`src/rtl/multiply_n_bit_seq.sv`:
```
// Sequential shift-add multiplier: N-bit operands, 2N-bit product, one iteration per clock.
// Unsigned or two's-complement signed per operation, with a start/stop handshake.
module multiply_n_bit_seq #(
  parameter int N = 4
) (
  input  logic             clk,
  input  logic             rst,
  input  logic             start,
  input  logic             signed_mode,
  input  logic [N-1:0]     X,
  input  logic [N-1:0]     Y,
  output logic             busy,
  output logic             stop,
  output logic [2*N-1:0]   P
);

  localparam int CW = $clog2(N + 1);

  typedef enum logic [1:0] {IDLE, RUN, DONE} state_t;

  state_t          state;
  logic [2*N:0]    acc;
  logic [N-1:0]    mcand;
  logic [N-1:0]    mplier;
  logic            neg;
  logic [CW-1:0]   cnt;

  logic [N:0]      upper_sum;
  logic [2*N:0]    acc_next;

  // |v| as an N-bit unsigned value; the most negative input maps onto 2^(N-1) exactly.
  function automatic logic [N-1:0] magnitude(input logic [N-1:0] v, input logic sgn);
    return (sgn && v[N-1]) ? -v : v;
  endfunction

  function automatic logic [2*N-1:0] apply_sign(input logic [2*N-1:0] v, input logic n);
    return n ? -v : v;
  endfunction

  // acc[2N] is always zero before the add, so the N+1-bit sum cannot overflow.
  always_comb begin
    upper_sum = acc[2*N:N] + (mplier[0] ? {1'b0, mcand} : '0);
    acc_next  = {1'b0, upper_sum, acc[N-1:1]};
  end

  always_ff @(posedge clk or posedge rst) begin
    if (rst) begin
      state  <= IDLE;
      busy   <= 1'b0;
      stop   <= 1'b0;
      P      <= '0;
      cnt    <= '0;
      acc    <= '0;
      mcand  <= '0;
      mplier <= '0;
      neg    <= 1'b0;
    end else begin
      case (state)
        IDLE, DONE: begin
          stop <= 1'b0;
          if (start) begin
            mcand  <= magnitude(X, signed_mode);
            mplier <= magnitude(Y, signed_mode);
            neg    <= signed_mode & (X[N-1] ^ Y[N-1]);
            acc    <= '0;
            cnt    <= '0;
            state  <= RUN;
            busy   <= 1'b1;
          end else begin
            state  <= IDLE;
            busy   <= 1'b0;
          end
        end
        RUN: begin
          acc    <= acc_next;
          mplier <= mplier >> 1;
          cnt    <= cnt + CW'(1);
          if (cnt == CW'(N - 1)) begin
            P     <= apply_sign(acc_next[2*N-1:0], neg);
            state <= DONE;
            busy  <= 1'b0;
            stop  <= 1'b1;
          end
        end
        default: begin
          state <= IDLE;
          busy  <= 1'b0;
          stop  <= 1'b0;
        end
      endcase
    end
  end

endmodule

```
`config.mk`:
```
export PLATFORM = sky130hd
export DESIGN_NAME = multiply_n_bit_seq
export DESIGN_NICKNAME = d
export VERILOG_FILES = /design/src/rtl/multiply_n_bit_seq.sv
export SDC_FILE = /design/constraint.sdc
export NUM_CORES = 1
export LEC_CHECK = 0
export ABC_AREA = 1
export CAP_MARGIN = 20
export CORE_MARGIN = 5
export CORE_UTILIZATION = 60
export CTS_CLUSTER_SIZE = 8
export DETAILED_ROUTE_END_ITERATION = 6
export DONT_BUFFER_PORTS = 1
export PLACE_DENSITY = 0.73
export SYNTH_ARGS = -nofsm -noshare
export SYNTH_HDL_FRONTEND = slang
export SYNTH_SLANG_ARGS = --single-unit
```
`constraint.sdc`:
```
create_clock -name clk -period 2.3 [get_ports clk]
set_input_delay 0.345 -clock clk [delete_from_list [all_inputs] [get_ports clk]]
set_output_delay 0.345 -clock clk [all_outputs]
set_load 0.02 [all_outputs]
```
Word-level counts from Yosys, hierarchy flattened --
Index checks and enable logic that the tools add are counted.
Storage, ports and cells: RAM bits 0, word-level logic and storage cells 47, bits in latches 0, output and inout bits 10, memories 0, bits of input ports 12, register bits 33, memory bits (read-only) 0
Cells by class: muxes and demuxes 18, multipliers 0, $add $sub $neg 5, div/mod/pow operators 0, $lt $le $gt $ge 0, reductions and logical operators 8, shift-type cells 0, bitwise logic cells 2, equal/unequal tests 5
Operators with widths (number):
- one-hot mux 9 bit (2 select lines) | 1
- two-way mux 4 bit | 4
- two-way mux 9 bit | 1
- two-way mux 8 bit | 1
- negator 4 bit | 2
- negator 8 bit | 1
- one-hot mux 4 bit (2 select lines) | 1
- one-hot mux 3 bit (2 select lines) | 1
- AND reduction 2 bit | 3
- adder 5 x 4 -> 5 bit | 1
- two-way mux 1 bit | 5
- != test 2 bit, second input constant | 2
- one-hot mux 2 bit (2 select lines) | 1
- adder 3 x 1 -> 3 bit, second input constant | 1
- == test 3 x 2 -> 1 bit, second input constant | 1
- two-way mux 3 bit | 1
- == test 2 x 1 -> 1 bit, second input constant | 1
- == test 2 bit, second input constant | 1
- logical AND 1 bit | 2
- logical NOT 2 bit | 1
- two-way mux 2 bit | 1
- one-hot mux 1 bit (2 select lines) | 1
- nonzero test 2 bit | 1
- OR reduction 2 bit | 1
- other kinds (2) | 2

Longest topological paths before layout --
Gate-level depths: netlist (run 1).
word-level depth 4, mapped depth 13, gate-level depth less buffers 13

Worst setup path after synthesis (run 1) --
Ideal clock, no wire load.
path type register to register, start register mplier[0], end register P[7], buffers on the path 0, cell stages (with the launch flop) 13, setup slack 0.442 ns, required time 2.183 ns, data arrival time 1.741 ns, setup time 0.117 ns, path through dfrtp_1 > nand2_1 > inv_1 > ha_1 > fa_1 > nor2_1 > nand3_1 > nor2_1 > nand3_1 > nand2_1 > nand2_1 > nand3_1 > nand2_1
On the way: word-level cells in the longest chain between the ends 4
Ends and longest elaborated chain:
- start: declaration | RTL line 24 | logic [N-1:0] mplier;
- start signal: assignment | RTL line 63 | mplier <= magnitude(Y, signed_mode);
- start signal: assignment | RTL line 76 | mplier <= mplier >> 1;
- two-way mux 4 bit * | RTL line 42 | upper_sum = acc[2*N:N] + (mplier[0] ? {1'b0, mcand} : '0);
- adder 5 x 4 -> 5 bit * | RTL line 42
- negator 8 bit | RTL line 37 | return n ? -v : v;
- two-way mux 8 bit * | RTL line 37
- end signal: assignment | RTL line 79 | P <= apply_sign(acc_next[2*N-1:0], neg);
- end: declaration | RTL line 14 | output logic [2*N-1:0] P
Mark *: on every way between the ends. The rest lies on a longest branch, timed or not. A chain may end at the register's enable or synchronous reset.

Worst setup path after layout (run 1) --
Same ends and word-level chain as after synthesis.

==> flow_summary.yaml, run 1 <==
run_status:
  status: "finished, final reports clean"
final_layout:
  drive_above_1_share_pct: 8.38
  fill_cells: 215
  ff_latch_area_sq_um: 726
  n_antenna_cell: 0
  nets: 212
  multiInputGateArea_sq_um: 693
  area_growth_pct: 8.27
  layout.cells.non_filler: 221
  fin_util_pct: 67.4
floorplan:
  start_util_pct: 62.3
  core_sq_um: 2480
  die_w_um: 60.7
  dieHeight_um: 60.7
  die_area_sq_um: 3690
  row_count: 18
  ios: 22
critical_path:
  regToRegEndpoint: "P[7]"
  path_max_fanout: 5
  slowest_stage: "fa_1"
  arrival_ns: 2.23
  cp_common_cell: "nand2_1"
  worstReg2RegStart: "mplier[0]"
  rr_worst_depth: 12
  r2r_slack_ns: 0.29
  critPathCapture: "P[7]"
  path_cells: "nand2_1, inv_1, ha_1, fa_1, nor2_1, nand3_1, nor2_1, nand3_1, nand2_1, nand2_1, nand3_1, nand2_1"
  crit_type: "reg2reg"
  cp.required_ns: 2.52
  critPathLaunchType: "flop"
  endpoint_kind: "flop"
  max_stage_delay_ns: 0.50
  crit_start: "mplier[0]"
worst_hold_path:
  worstHoldPathType: "in2reg"
timing:
  fin_skew_ns: 0.00751
  maxSlewViolCount: 0
  slew_headroom_pct: 69.2
  max_freq_ghz: 0.498
  tns_ns: 0
  post-route-period-util_pct: 87.3
  rsz0062_at_grt: "false"
  worst_pin_slew_ns: 0.461
  hold_violations: 0
  fin_ws_ns: 0.291
  period_needed_ns: 2.01
  setup_viol: 0
synthesis:
  async_reset_ff_share_pct: 100
  syn_nets: 205
  syn-instance-count: 183
  ys_ff_latch: 29
  synth_area_sq_um: 1540
  synth_area_per_cell_sq_um: 8.43
  synthFlopType: "dfrtp_1"
  yosys_warnings: 0
  post-synth-top-area-fraction_pct: 47.0
  yosysUniqueCellTypes: 24
  synth_top_cells_by_count: "nand2_1 (47), dfrtp_1 (29), inv_1 (26)"
  synth.largest_area_cell: "dfrtp_1"
  ys_seq_area_share_pct: 47.0
  synth-edff-count: 0
  synth.most_common_cell: "nand2_1"
  synth_top_cells_by_area: "dfrtp_1 (47%), nand2_1 (11%), ha_1 (7.3%)"
routing:
  ant_nets: 0
  routed_via_density: 5.45
  first_pass_iters: 4
  wire_per_inst_um: 13.4
  vias: 1204
  drcViolationCount: 0
  routed_wl_um: 2960
  drtIter0Drc: 54
clocking:
  clk_pin_slew_ns: 0.09
  cts_tree: "yes"
  clockRootBuffer: "clkbuf_4"
  cts_resized: 0
  cts_max_level: 2
  post_cts_buffers: 0
  clock_latency_ns: 0.33
  clock_path_buffers: 2
  clock-sinks: 29
  cts-buffers-inserted: 5
run:
  maxCapViolCount: 0
pwr:
  power.leakage_nw: 0.886
  ir_drop_mv: 0.854
  p_per_area_nw_per_um2: 1400
  total_power_mw: 2.34
place:
  placedCellCount: 212
  gp_congestion: 0.836
  dp_hpwl_um: 2240
  dp_slack_ns: 0.296
  io_buffers: 0
grt:
  grt_remaining_overflow: 0
  first_global_vias: 1297
  antenna_found_initial: 0
  grtUsageTotal_pct: 19.9
  grt_pass1_wl_um: 5400
  grt_start_max_net_pins: 30
-- metal layers --
metal / routed length [um] / vias to the layer above / track usage (%) / part of all wire (%)
met3: 204 / 5 / 7.66 / 6.9
li1: - / 604 / - / -
met2: 1420 / 30 / 35.0 / 48
met5: 0 / - / 0 / 0
met1: 1300 / 565 / 23.1 / 44
met4: 34 / 0 / 4.64 / 1.1
-- registers in the layout (all words and copies together), names as in the netlist --
signal	count
mcand	4
acc	7
stop	1
mplier	4
neg	1
state	1
P	8
cnt	3
-- layout make-up --
class,count,area share (%)
clock inverters,1,1.80
repair buffers,2,1.05
clock buffers,7,3.30
inverters,29,6.67
multi-input cells,123,41.5
flip-flops and latches,29,43.4
well taps,30,2.25
-- cells in the final DEF, fill, tap and decap left out, types with 2 or more instances in the layout --
cell | netlist | routed
o21ai_0 | 17 | 17
inv_2 | 2 | 2
ha_1 | 9 | 9
nand4_1 | 2 | 2
inv_1 | 26 | 26
clkbuf_4 | 0 | 5
xor2_1 | 5 | 5
a22o_1 | 2 | 2
nand3_1 | 10 | 10
o211ai_1 | 3 | 3
o21ai_2 | 2 | 2
nor2_1 | 11 | 11
o22ai_1 | 5 | 5
dfrtp_1 | 29 | 29
a21oi_1 | 4 | 4
nand2_1 | 47 | 47
-- timing repair --
action,in CTS,in global routing
endpoints found under the hold margin,29,0
setup endpoints to repair,0,0
hold buffers,1,0
-- how the worst min path moves through the flow --
stage | startpoint | to | slack (ns) | depth (start not counted)
3_5_place_dp | rst | P[0] | 0.32 | 2
2_1_floorplan | rst | P[0] | 0.42 | 1
3_3_place_gp | rst | acc[1] | 0.32 | 2
6_report | Y[3] | mplier[3] | 0.18 | 2
5_1_grt | Y[3] | mplier[3] | 0.16 | 2
4_1_cts | Y[3] | mplier[3] | 0.17 | 2
-- worst max-delay path: cells and delay by family (launching register included) --
family | cells | cell delay [ns]
AND/OR/NAND/NOR | 9 | 0.76
adder cells (fa/ha/maj) | 2 | 0.70
flip-flops | 1 | 0.42
buffers and inverters | 1 | 0.04
-- cell families after synthesis --
logic type,Yosys count,share of synthesized area [%]
adder cells (fa/ha/maj),10,8.60
flip-flops,29,47.0
XOR/XNOR,6,3.41
AND/OR/NAND/NOR,74,20.4
AO/OA/AOI/OAI,33,12.6
buffers and inverters,31,8.03
-- report_power, final --
| part | internal, mW | switching (mW) | total, mW |
|---|---|---|---|
| Clock | 0.259 | 0.177 | 0.436 |
| Combinational | 0.348 | 0.603 | 0.951 |
| Sequential | 0.721 | 0.233 | 0.953 |
| Total | 1.33 | 1.01 | 2.34 |
-- per-stage QoR --
step           hold slack, ns  instance area (sq um)
2_1_floorplan           0.423                   1540
3_3_place_gp            0.317                   1580
3_5_place_dp            0.324                   1580
4_1_cts                 0.168                   1670
5_1_grt                 0.161                   1670
6_report                0.177                   1670
Note: power is estimated with default switching activity, not from simulation.
==> run 2, diff against run 1 <==
- REMOVE_ABC_BUFFERS: unset -> 1
==> flow_summary.yaml, run 2 (synthesis gave the netlist of run 1 again) <==
critical_path:
  endpoint_kind: "flop"
  cp.required_ns: 2.53
  slowest_stage: "fa_1"
  critPathLaunchType: "flop"
  cp_top_family: "simple AND/OR/NAND/NOR gates"
  path_cells: "nand2_1, inv_1, ha_1, fa_1, nor2_1, nand3_1, nor2_1, nand3_1, nand2_1, nand2_1, nand3_1, nand2_1"
  path_max_fanout: 5
  crit_type: "reg2reg"
  path_buf_inv: 1
  cp_common_cell: "nand2_1"
  max_stage_delay_ns: 0.50
  arrival_ns: 2.24
clocking:
  cts_max_level: 2
  clock_path_buffers: 2
  post_cts_buffers: 0
  cts_tree: "yes"
  cts_resized: 0
  clock_latency_ns: 0.33
  cts-buffers-inserted: 5
  clockRootBuffer: "clkbuf_4"
  clock-sinks: 29
  clk_pin_slew_ns: 0.09
floorplan:
  row_count: 18
  ios: 22
  die_w_um: 60.7
  dieHeight_um: 60.7
  start_util_pct: 62.3
  die_area_sq_um: 3690
  core_sq_um: 2480
routing:
  wire_per_inst_um: 13.5
  drcViolationCount: 0
  routed-wl-met3_um: 243
  routed_via_density: 5.44
  ant_nets: 0
  drtIter0Drc: 49
  wl_met2_um: 1460
  routed_wl_um: 2980
  first_pass_iters: 4
  vias: 1202
  topRoutingLayerUsed: "met4"
  m1WireLength_um: 1210
final_layout:
  n_antenna_cell: 0
  largestRegisters: "P (8), acc (7)"
  largest_reg_flops: 8
  regMostFlops: "P"
  mostFrequentLayoutCells: "nand2_1 (47), dfrtp_1 (29), inv_1 (26), o21ai_0 (17), nor2_1 (11)"
  nets: 212
  area_growth_pct: 7.30
  fin_area_sq_um: 1660
  final_common_cell: "nand2_1"
  drive_above_1_share_pct: 8.90
  fill_cells: 206
  layout.cells.non_filler: 221
grt:
  grt_remaining_overflow: 0
  grtUsageTotal_pct: 19.2
  first_global_vias: 1257
  antenna_found_initial: 0
  grt_pass1_wl_um: 5130
  grt_start_max_net_pins: 30
timing:
  hold_ws_ns: 0.167
  tns_ns: 0
  fin_skew_ns: 0.00924
  post-route-period-util_pct: 87.8
  fin_ws_ns: 0.281
  slew_headroom_pct: 69.4
  period_needed_ns: 2.02
  maxSlewViolCount: 0
  worst_pin_slew_ns: 0.458
  hold_violations: 0
  rsz0062_at_grt: "false"
  max_freq_ghz: 0.495
  setup_viol: 0
pwr:
  ir_drop_mv: 0.801
  power.internal_mw: 1.24
  p_clk_share_pct: 15.6
  p_per_area_nw_per_um2: 1360
  p_switching_mw: 1.01
  power.leakage_nw: 0.881
  p_comb_share_pct: 41.8
  sequentialPowerShare_pct: 42.6
  switching_share_pct: 44.8
place:
  placedCellCount: 212
  io_buffers: 0
  postPlaceCellArea_sq_um: 1580
  gp_congestion: 0.846
  dp_hpwl_um: 2260
  dp_slack_ns: 0.290
run:
  maxCapViolCount: 0
run_status:
  status: "finished, final reports clean"
worst_hold_path:
  worstHoldPathType: "in2reg"
run 2: changes by cell type in the layout (fill, tap and decap cells not counted), sizes merged:
| cell | before | now |
|---|---|---|
| clkinv | 0 | 1 |
| bufinv | 1 | 0 |
run 2: metal layers:
layer	global-route usage [%]	up-vias
li1	-	603
met1	21.0	551
met2	33.4	39
met3	7.45	9
met4	7.43	0
met5	0	-
run 2: through the flow:
stage,total power [mW],util (%)
6_report,2.25,66.8
5_1_grt,2.48,66.8
4_1_cts,2.28,66.8
3_5_place_dp,1.91,63.6
3_3_place_gp,1.86,63.6
2_1_floorplan,1.68,-
run 2: worst paths after layout:
| path | startpoint | end | slack (ns) | depth (start not counted) |
|---|---|---|---|---|
| worst max-delay path | mplier[0] | P[7] | 0.28 | 12 |
| worst min-delay path | X[3] | mcand[3] | 0.17 | 2 |
| worst max register to register | mplier[0] | P[7] | 0.28 | 12 |
| worst min register to register | cnt[0] | cnt[0] | 0.48 | 1 |
| max in group asynchronous | rst | acc[4] | 1.49 | 3 |
| min in group asynchronous | rst | state[0] | 0.54 | 3 |
run 2: timing repair:
item | in CTS | in global routing
endpoints found under the setup margin | 0 | 0
hold buffers | 1 | 0
hold endpoints to repair | 29 | 0
run 2: area by class of cell:
type / instances / area [sq um] / area share (%)
Clock inverter: 1 / 5.00 / 0.302
Tap cell: 30 / 37.5 / 2.27
Multi-Input combinational cell: 123 / 693 / 41.9
Timing Repair Buffer: 2 / 17.5 / 1.06
Sequential cell: 29 / 726 / 43.8
Inverter: 29 / 111 / 6.73
Clock buffer: 7 / 65.1 / 3.93
run 2: power groups by stage:
stage / clock, mW / sequential, mW / combinational (mW)
4_1_cts: 0.363 / 0.962 / 0.953
6_report: 0.352 / 0.959 / 0.941
2_1_floorplan: 0 / 0.924 / 0.759
3_5_place_dp: 0 / 0.970 / 0.943
5_1_grt: 0.383 / 0.989 / 1.11
3_3_place_gp: 0 / 0.953 / 0.903
run 2: worst reg2reg max path, cell delays in order, from the launching register on:
cell and delay, ns:
dfrtp_1 0.42, nand2_1 0.07, inv_1 0.04, ha_1 0.19, fa_1 0.50, nor2_1 0.17
nand3_1 0.11, nor2_1 0.10, nand3_1 0.09, nand2_1 0.07, nand2_1 0.06, nand3_1 0.06
nand2_1 0.05
==> run 3, diff against run 2 <==
- CTS_CLUSTER_DIAMETER: unset -> 60
==> results of run 3 <==
Final layout, timing and power as in run 2 (identical DEF).
